### config.mk
export PLATFORM = sky130hd
export DESIGN_NAME = wait_timer_multi
export DESIGN_NICKNAME = d
export VERILOG_FILES = /design/src/rtl/wait_timer_multi.sv
export SDC_FILE = /design/constraint.sdc
export NUM_CORES = 1
export LEC_CHECK = 0
export CORE_ASPECT_RATIO = 0.6
export CORE_MARGIN = 2
export CORE_UTILIZATION = 50
export CTS_CLUSTER_SIZE = 25
export DETAILED_ROUTE_END_ITERATION = 8
export PLACE_DENSITY = 0.85
export SYNTH_ARGS = -nofsm -noshare
export SYNTH_HDL_FRONTEND = slang
export SYNTH_SLANG_ARGS = --single-unit
### constraint.sdc
create_clock -name clock -period 2.1 [get_ports clock]
set_input_delay 0.525 -clock clock [delete_from_list [all_inputs] [get_ports clock]]
set_output_delay 0.525 -clock clock [all_outputs]
set_load 0.005 [all_outputs]
### src/rtl/wait_timer_multi.sv
// Multi-channel wait timer: each channel counts shared ticks up to a latched limit, then pulses done.
// Optional shared tick prescaler compiled in with `define WAIT_TIMER_PRESCALE_EN.
module wait_timer_multi #(
    parameter int WIDTH          = 16,
    parameter int CHANNELS       = 2,
    parameter int PRESCALE_WIDTH = 8
) (
    input  logic                      clock,
    input  logic                      reset,
    input  logic                      enable,
    input  logic [PRESCALE_WIDTH-1:0] prescale,
    input  logic [CHANNELS-1:0]       start,
    input  logic [CHANNELS-1:0]       stop,
    input  logic [CHANNELS-1:0]       periodic,
    input  logic [CHANNELS*WIDTH-1:0] limit,
    input  logic [CHANNELS-1:0]       clear_exp,
    output logic [CHANNELS-1:0]       busy,
    output logic [CHANNELS-1:0]       done,
    output logic [CHANNELS-1:0]       expired,
    output logic [CHANNELS*WIDTH-1:0] count
);

    typedef enum logic [1:0] {
        ST_IDLE    = 2'd0,
        ST_RUN     = 2'd1,
        ST_EXPIRED = 2'd2
    } state_t;

    logic tick;

`ifdef WAIT_TIMER_PRESCALE_EN
    logic [PRESCALE_WIDTH-1:0] div_reg;
    logic [PRESCALE_WIDTH-1:0] div_next;
    logic                      div_wrap;

    // >= rather than == so a prescale lowered mid-count cannot strand the divider
    always_comb begin
        div_wrap = (div_reg >= prescale);
        tick     = enable && div_wrap;
        div_next = div_reg;
        if (enable) begin
            div_next = div_wrap ? '0 : div_reg + PRESCALE_WIDTH'(1);
        end
    end

    always_ff @(posedge clock) begin
        if (reset) begin
            div_reg <= '0;
        end else begin
            div_reg <= div_next;
        end
    end
`else
    logic unused_prescale;
    assign unused_prescale = ^prescale;
    assign tick            = enable;
`endif

    genvar gi;
    generate
        for (gi = 0; gi < CHANNELS; gi++) begin : g_ch
            state_t             state_reg, state_next;
            logic [WIDTH-1:0]   count_reg, count_next;
            logic [WIDTH-1:0]   limit_reg, limit_next;
            logic               periodic_reg, periodic_next;
            logic               done_reg, done_next;
            logic               expired_reg, expired_next;
            logic               hit;

            always_comb begin
                state_next    = state_reg;
                count_next    = count_reg;
                limit_next    = limit_reg;
                periodic_next = periodic_reg;
                done_next     = 1'b0;
                hit           = 1'b0;

                // Priority: stop, then start, then counting; start suppresses an expiring tick.
                if (stop[gi]) begin
                    state_next = ST_IDLE;
                end else if (start[gi]) begin
                    state_next    = ST_RUN;
                    count_next    = '0;
                    limit_next    = limit[gi*WIDTH +: WIDTH];
                    periodic_next = periodic[gi];
                end else if (state_reg == ST_RUN && tick) begin
                    if (count_reg != limit_reg) begin
                        count_next = count_reg + WIDTH'(1);
                    end else begin
                        hit       = 1'b1;
                        done_next = 1'b1;
                        if (periodic_reg) begin
                            count_next = '0;
                        end else begin
                            state_next = ST_EXPIRED;
                        end
                    end
                end

                if (hit) begin
                    expired_next = 1'b1;
                end else if (clear_exp[gi]) begin
                    expired_next = 1'b0;
                end else begin
                    expired_next = expired_reg;
                end
            end

            always_ff @(posedge clock) begin
                if (reset) begin
                    state_reg    <= ST_IDLE;
                    count_reg    <= '0;
                    limit_reg    <= '0;
                    periodic_reg <= 1'b0;
                    done_reg     <= 1'b0;
                    expired_reg  <= 1'b0;
                end else begin
                    state_reg    <= state_next;
                    count_reg    <= count_next;
                    limit_reg    <= limit_next;
                    periodic_reg <= periodic_next;
                    done_reg     <= done_next;
                    expired_reg  <= expired_next;
                end
            end

            assign busy[gi]                   = (state_reg == ST_RUN);
            assign done[gi]                   = done_reg;
            assign expired[gi]                = expired_reg;
            assign count[gi*WIDTH +: WIDTH]   = count_reg;
        end
    endgenerate

endmodule

==> impl_metrics.env, run 1 <==
export IMPL_status="finished, final reports clean"
export IMPL_finalMaxSlewViolations=0
export IMPL_yosys_warnings=0
export IMPL_cts_tree="done"
export IMPL_grt_ovfl_total=0
export IMPL_total_power_w=0.003706
export IMPL_seq_area_frac_synth_pct=40.66
export IMPL_ir_worst_vdd_mv=0.4495
export IMPL_synthArstFlopShare_pct=0
export IMPL_finClkSkew_ns=0.008235
export IMPL_worstSetupStartpointType="primary input"
export IMPL_static_leakage_power_nw=2.006
export IMPL_htree_levels=3
export IMPL_worstSkewPairLatency_ns=0.33
export IMPL_netlist_area_um2=3643
export IMPL_synthFlopType="dfxtp_1"
export IMPL_cts_sinks=74
export IMPL_regToRegSetupSlack_ns=0.08
export IMPL_synthMuxAreaShare_pct=0.5838
export IMPL_drc_errors=0
export IMPL_required_ns=2.36
export IMPL_grt_pass1_vias=3584
export IMPL_synth_edff_count=0
export IMPL_nets=621
export IMPL_die_height_um=70.12
export IMPL_place_congestion=0.9735
export IMPL_grt_antenna_before_repair=0
export IMPL_postRouteAntennaNets=0
export IMPL_fmax_mhz=481.1
export IMPL_grt_pass1_wl_um=18310
export IMPL_drt_wl_total_um=11900
export IMPL_finalHoldViolations=0
export IMPL_n_antenna_cell=0
export IMPL_initial_core_util_pct=50.98
export IMPL_worstSetupPathType="in2reg"
export IMPL_max_slew_worst_pin_slew_ns=0.3837
export IMPL_ios=89
export IMPL_clk_pin_slew_ns=0.06
export IMPL_hold_path_class="reg2reg"
export IMPL_grt_max_degree=36
export IMPL_num_rows=24
export IMPL_grt_use_total_pct=29.38
export IMPL_routedWlPerCell_um=17.98
export IMPL_root_buffer="clkbuf_16"
export IMPL_numPortBuffers=80
export IMPL_cellPowerDensity_nw_per_um2=706.6
export IMPL_dieArea_um2=8008
export IMPL_crit_fanout=7
export IMPL_cts_buffers=9
export IMPL_dp_hpwl_um=8326
export IMPL_core_area_um2=7147
export IMPL_dr_pass1_iters=5
export IMPL_drive_above_1_share_pct=16.29
export IMPL_arrival_ns=2.34
export IMPL_synth_nets=497
export IMPL_setup_viol=0
export IMPL_synth_xor_area_share_pct=7.933
export IMPL_synth_compound_gate_area_share_pct=18.27
export IMPL_drt_iter0_drc=406
export IMPL_final_min_clock_period_ns=2.079
export IMPL_via_per_inst=5.866
export IMPL_vias=3883
export IMPL_avgSynthCellArea_um2=8.206
export IMPL_max_clock_path_buffers=2
export IMPL_synthAdderAreaFrac_pct=0.6868
export IMPL_syn_to_final_growth_pct=43.96
export IMPL_ys_types=58
export IMPL_drv_cap=0
export IMPL_relSlewSlack_pct=74.42
export IMPL_cts_hold_buffers=0
export IMPL_synth_top_family_by_area="simple AND/OR/NAND/NOR gates"
export IMPL_end_kind="flip-flop"
export IMPL_post_route_period_util_pct=98.99
export IMPL_placed_cell_area_um2=4838
export IMPL_ys_ff_latch=74
export IMPL_fp_dieW_um=114.2
export IMPL_synthCells=444
export IMPL_design_area_um2=5245
export IMPL_synth_simple_area_share_pct=26.99
==> layer usage <==
metal  global-route usage (%)  vias to the layer above  routed length [µm]
li1                         -                     1821                   -
met1                    42.97                     1818                5383
met2                    43.06                      222                5032
met3                    7.552                       22                1312
met4                    7.588                        0                 172
met5                        0                        -                   0
==> through the flow <==
step                util [%]  hold WS, ns  cells  setup WS [ns]  TNS [ns]
finish                 73.39       0.4677    662        0.02124         0
CTS                    72.57       0.4666    659        0.03081         0
detailed placement     67.70       0.4591    643        -0.3216    -3.246
global placement       67.70       0.4550    643        -0.2550    -2.274
floorplan                  -       0.4478    444         0.1991         0
global route           73.39       0.4796    662       -0.02011  -0.07031
==> cells by family (layout without fill, tap and decap cells) <==
family / count (synthesis) / after routing
multiplexers: 2 / 2
adder cells (fa/ha/maj): 2 / 2
XOR/XNOR: 33 / 33
flip-flops: 74 / 74
AO/OA/AOI/OAI: 105 / 106
AND/OR/NAND/NOR: 192 / 192
buffers and inverters: 36 / 162
==> power by group <==
part	total [W]	internal, W	switching [W]
registers	0.00148	0.00145	0.0000333
clock network	0.00174	0.00115	0.000593
logic	0.000487	0.000246	0.000241
total	0.00371	0.00284	0.000867
==> timing repair <==
item / 4_1_cts / 5_1_grt
pin swaps: 1 / 4
hold endpoints to repair: 0 / 0
cloned: 0 / 1
gates resized for setup: 1 / 6
setup buffers: 2 / 2
setup endpoints to repair: 4 / 12
==> worst max-delay path, cell delays in order <==
cell             delay [ns]
clkdlybuf4s50_1        0.48
and3b_1                0.19
and2b_1                0.16
nor2_1                 0.09
a21o_4                 0.23
or4_1                  0.52
a21oi_1                0.15
==> final cells by class <==
cell class	count	area, µm²
multi-input cells	335	2028
fillers	525	1902
flip-flops and latches	74	1484
repair buffers	140	1259
clock buffers	9	225.2
well taps	91	113.9
clock inverters	5	105.1
inverters	8	30.03
==> cells in the final DEF (no fill, tap or decap), types with 3 or more instances in the layout <==
| cell | count |
|---|---|
| o211ai_1 | 3 |
| or4_1 | 6 |
| nor4_1 | 7 |
| xor2_1 | 16 |
| nand3_1 | 13 |
| bufinv_16 | 3 |
| xnor2_1 | 16 |
| nor2_1 | 15 |
| clkdlybuf4s50_1 | 79 |
| o31ai_1 | 6 |
| o21ai_1 | 5 |
| and3_1 | 10 |
| o21ai_0 | 5 |
| a21oi_1 | 52 |
| nand4_1 | 9 |
| clkbuf_16 | 9 |
| nor3_1 | 5 |
| nand2b_1 | 9 |
| dfxtp_1 | 72 |
| or3_1 | 3 |
| nor2b_1 | 5 |
| nand2_1 | 86 |
| buf_4 | 59 |
| and2_1 | 5 |
| inv_1 | 8 |
| a31oi_1 | 17 |
==> cell usage after synthesis (3+ instances only) <==
cell type | count | area [µm²]
a21oi_1 | 52 | 260.3
a31oi_1 | 17 | 106.4
and2_1 | 5 | 31.28
and3_1 | 10 | 62.56
buf_2 | 7 | 35.03
buf_4 | 5 | 37.54
clkbuf_1 | 12 | 45.04
dfxtp_1 | 74 | 1481
inv_1 | 8 | 30.03
nand2_1 | 86 | 322.8
nand2b_1 | 9 | 56.30
nand3_1 | 13 | 65.06
nand4_1 | 9 | 56.30
nor2_1 | 15 | 56.30
nor2b_1 | 6 | 37.54
nor3_1 | 5 | 25.02
nor4_1 | 9 | 56.30
o211ai_1 | 3 | 22.52
o21ai_0 | 5 | 25.02
o21ai_1 | 5 | 25.02
o31ai_1 | 6 | 45.04
or3_1 | 3 | 18.77
or4_1 | 6 | 45.04
xnor2_1 | 17 | 148.9
xor2_1 | 16 | 140.1
==> path summary, 6_finish.rpt <==
| kind | startpoint | endpoint | cells after the start |
|---|---|---|---|
| setup / recovery | enable | g_ch[1].count_reg[15]$_SDFFE_PP0P_ | 7 |
| hold / removal | g_ch[1].limit_reg[12]$_SDFFE_PP0P_ | g_ch[1].limit_reg[12]$_SDFFE_PP0P_ | 2 |
| setup reg to reg | g_ch[0].count_reg[9]$_SDFFE_PP0P_ | g_ch[0].count_reg[4]$_SDFFE_PP0P_ | 8 |
| hold reg to reg | g_ch[1].limit_reg[12]$_SDFFE_PP0P_ | g_ch[1].limit_reg[12]$_SDFFE_PP0P_ | 2 |
Power figures use the tool's default switching activity.
==> run 2: changes to the inputs <==
--- a/config.mk
+++ b/config.mk
@@ -5,6 +5,7 @@
 export SDC_FILE = /design/constraint.sdc
 export NUM_CORES = 1
 export LEC_CHECK = 0
+export CAP_MARGIN = 30
 export CORE_ASPECT_RATIO = 0.6
 export CORE_MARGIN = 2
 export CORE_UTILIZATION = 50
@@ -14,3 +15,4 @@
 export SYNTH_ARGS = -nofsm -noshare
 export SYNTH_HDL_FRONTEND = slang
 export SYNTH_SLANG_ARGS = --single-unit
+export TNS_END_PERCENT = 1
==> impl_metrics.env, run 2 (same netlist as run 1, synthesis figures left out) <==
export IMPL_n_fill_cell=526
export IMPL_vias=3913
export IMPL_final_min_clock_period_ns=2.087
export IMPL_relSlewSlack_pct=73.25
export IMPL_max_clock_path_buffers=2
export IMPL_grt_pass1_wl_um=18260
export IMPL_fmax_mhz=479.1
export IMPL_drt_iter0_drc=445
export IMPL_drive_above_1_share_pct=16.32
export IMPL_crit_fanout=7
export IMPL_die_height_um=70.12
export IMPL_syn_to_final_growth_pct=43.85
export IMPL_num_rows=24
export IMPL_cts_tree="done"
export IMPL_worstSetupStartpointType="primary input"
export IMPL_cts_sinks=74
export IMPL_htree_levels=3
export IMPL_drv_cap=0
export IMPL_final_common_cell="nand2_1"
export IMPL_drc_errors=0
export IMPL_arrival_ns=2.34
export IMPL_dr_pass1_iters=5
export IMPL_grt_antenna_before_repair=0
export IMPL_via_per_inst=5.920
export IMPL_drt_wl_total_um=11940
export IMPL_final_util_pct=73.34
export IMPL_dieArea_um2=8008
export IMPL_root_buffer="clkbuf_16"
export IMPL_routedWlPerCell_um=18.06
export IMPL_place_inst=643
export IMPL_dp_hpwl_um=8326
export IMPL_core_area_um2=7147
export IMPL_setup_viol=0
export IMPL_numPortBuffers=80
export IMPL_static_leakage_power_nw=2.001
export IMPL_layout_common_cells="86 x nand2_1, 79 x clkdlybuf4s50_1, 72 x dfxtp_1"
export IMPL_finalHoldViolations=0
export IMPL_place_congestion=0.9735
export IMPL_end_kind="flip-flop"
export IMPL_fp_dieW_um=114.2
export IMPL_nets=620
export IMPL_ir_worst_vdd_mv=0.4454
export IMPL_grt_pass1_vias=3577
export IMPL_grt_use_total_pct=29.31
export IMPL_rsz0062_at_grt="yes"
export IMPL_pre_cts_slack_ns=-0.3216
export IMPL_initial_core_util_pct=50.98
export IMPL_post_route_period_util_pct=99.40
export IMPL_final_cells=661
export IMPL_grt_max_degree=36
export IMPL_cellPowerDensity_nw_per_um2=706.5
export IMPL_finalMaxSlewViolations=0
export IMPL_worstSetupPathType="in2reg"
export IMPL_finClkSkew_ns=0.008458
export IMPL_postRouteAntennaNets=0
export IMPL_required_ns=2.35
export IMPL_ios=89
export IMPL_hold_path_class="reg2reg"
export IMPL_cts_buffers=9
export IMPL_n_antenna_cell=0
export IMPL_status="finished, final reports clean"
export IMPL_max_slew_worst_pin_slew_ns=0.3985
export IMPL_regToRegSetupSlack_ns=0.08
export IMPL_grt_ovfl_total=0
export IMPL_worstSkewPairLatency_ns=0.33
export IMPL_clk_pin_slew_ns=0.05
export IMPL_total_power_w=0.003703
export IMPL_setup_ws_ns=0.01259
==> run 2: changes by cell type in the layout (fill, tap and decap cells not counted), sizes merged <==
cell / previous run / this run
buf: 61 / 60
==> run 2: layout make-up <==
type	count	area, µm²	share of cell area [%]
Tap cell	91	113.9	2.172
Sequential cell	74	1484	28.31
Multi-Input combinational cell	335	2032	38.77
Clock inverter	5	105.1	2.005
Clock buffer	9	225.2	4.297
Timing Repair Buffer	139	1251	23.87
Inverter	8	30.03	0.5729
==> run 2: where the power goes <==
| group | switching (W) | internal (W) |
|---|---|---|
| Combinational | 0.000243 | 0.000245 |
| Sequential | 0.0000337 | 0.00145 |
| Clock | 0.000588 | 0.00115 |
==> run 2: critical path, stage by stage <==
cell             delay (ns)
clkdlybuf4s50_1        0.47
and3b_1                0.19
and2b_1                0.16
nor2_1                 0.09
a21o_4                 0.23
or4_1                  0.51
a21oi_1                0.16
==> run 2: metal layers <==
| layer | wire [µm] | track usage, % | vias to the layer above |
|---|---|---|---|
| li1 | - | - | 1812 |
| met1 | 5257 | 42.86 | 1825 |
| met2 | 5011 | 42.92 | 254 |
| met3 | 1496 | 7.552 | 22 |
| met4 | 172 | 7.588 | 0 |
| met5 | 0 | 0 | - |
==> run 2: final timing paths <==
kind / to / from / depth (start not counted)
max: g_ch[1].count_reg[15]$_SDFFE_PP0P_ / enable / 7
min: g_ch[1].limit_reg[12]$_SDFFE_PP0P_ / g_ch[1].limit_reg[12]$_SDFFE_PP0P_ / 2
max reg2reg: g_ch[0].count_reg[4]$_SDFFE_PP0P_ / g_ch[0].count_reg[4]$_SDFFE_PP0P_ / 8
min reg2reg: g_ch[1].limit_reg[12]$_SDFFE_PP0P_ / g_ch[1].limit_reg[12]$_SDFFE_PP0P_ / 2
==> run 2: timing repair <==
item                       CTS  global route
setup endpoints to repair    4            18
hold buffers                 0             0
gates resized for setup      1             7
gates cloned                 0             1
buffers inserted             1             2
pin swaps                    0             7
==> run 2: per-stage QoR <==
stage	setup TNS, ns	cell area, µm²	hold slack, ns
final	0	5241	0.4665
after global routing	-0.05835	5241	0.4796
after CTS	-0.005457	5179	0.4666
after detailed placement	-3.246	4838	0.4591
after global placement	-2.274	4838	0.4550
after floorplan	0	3643	0.4478
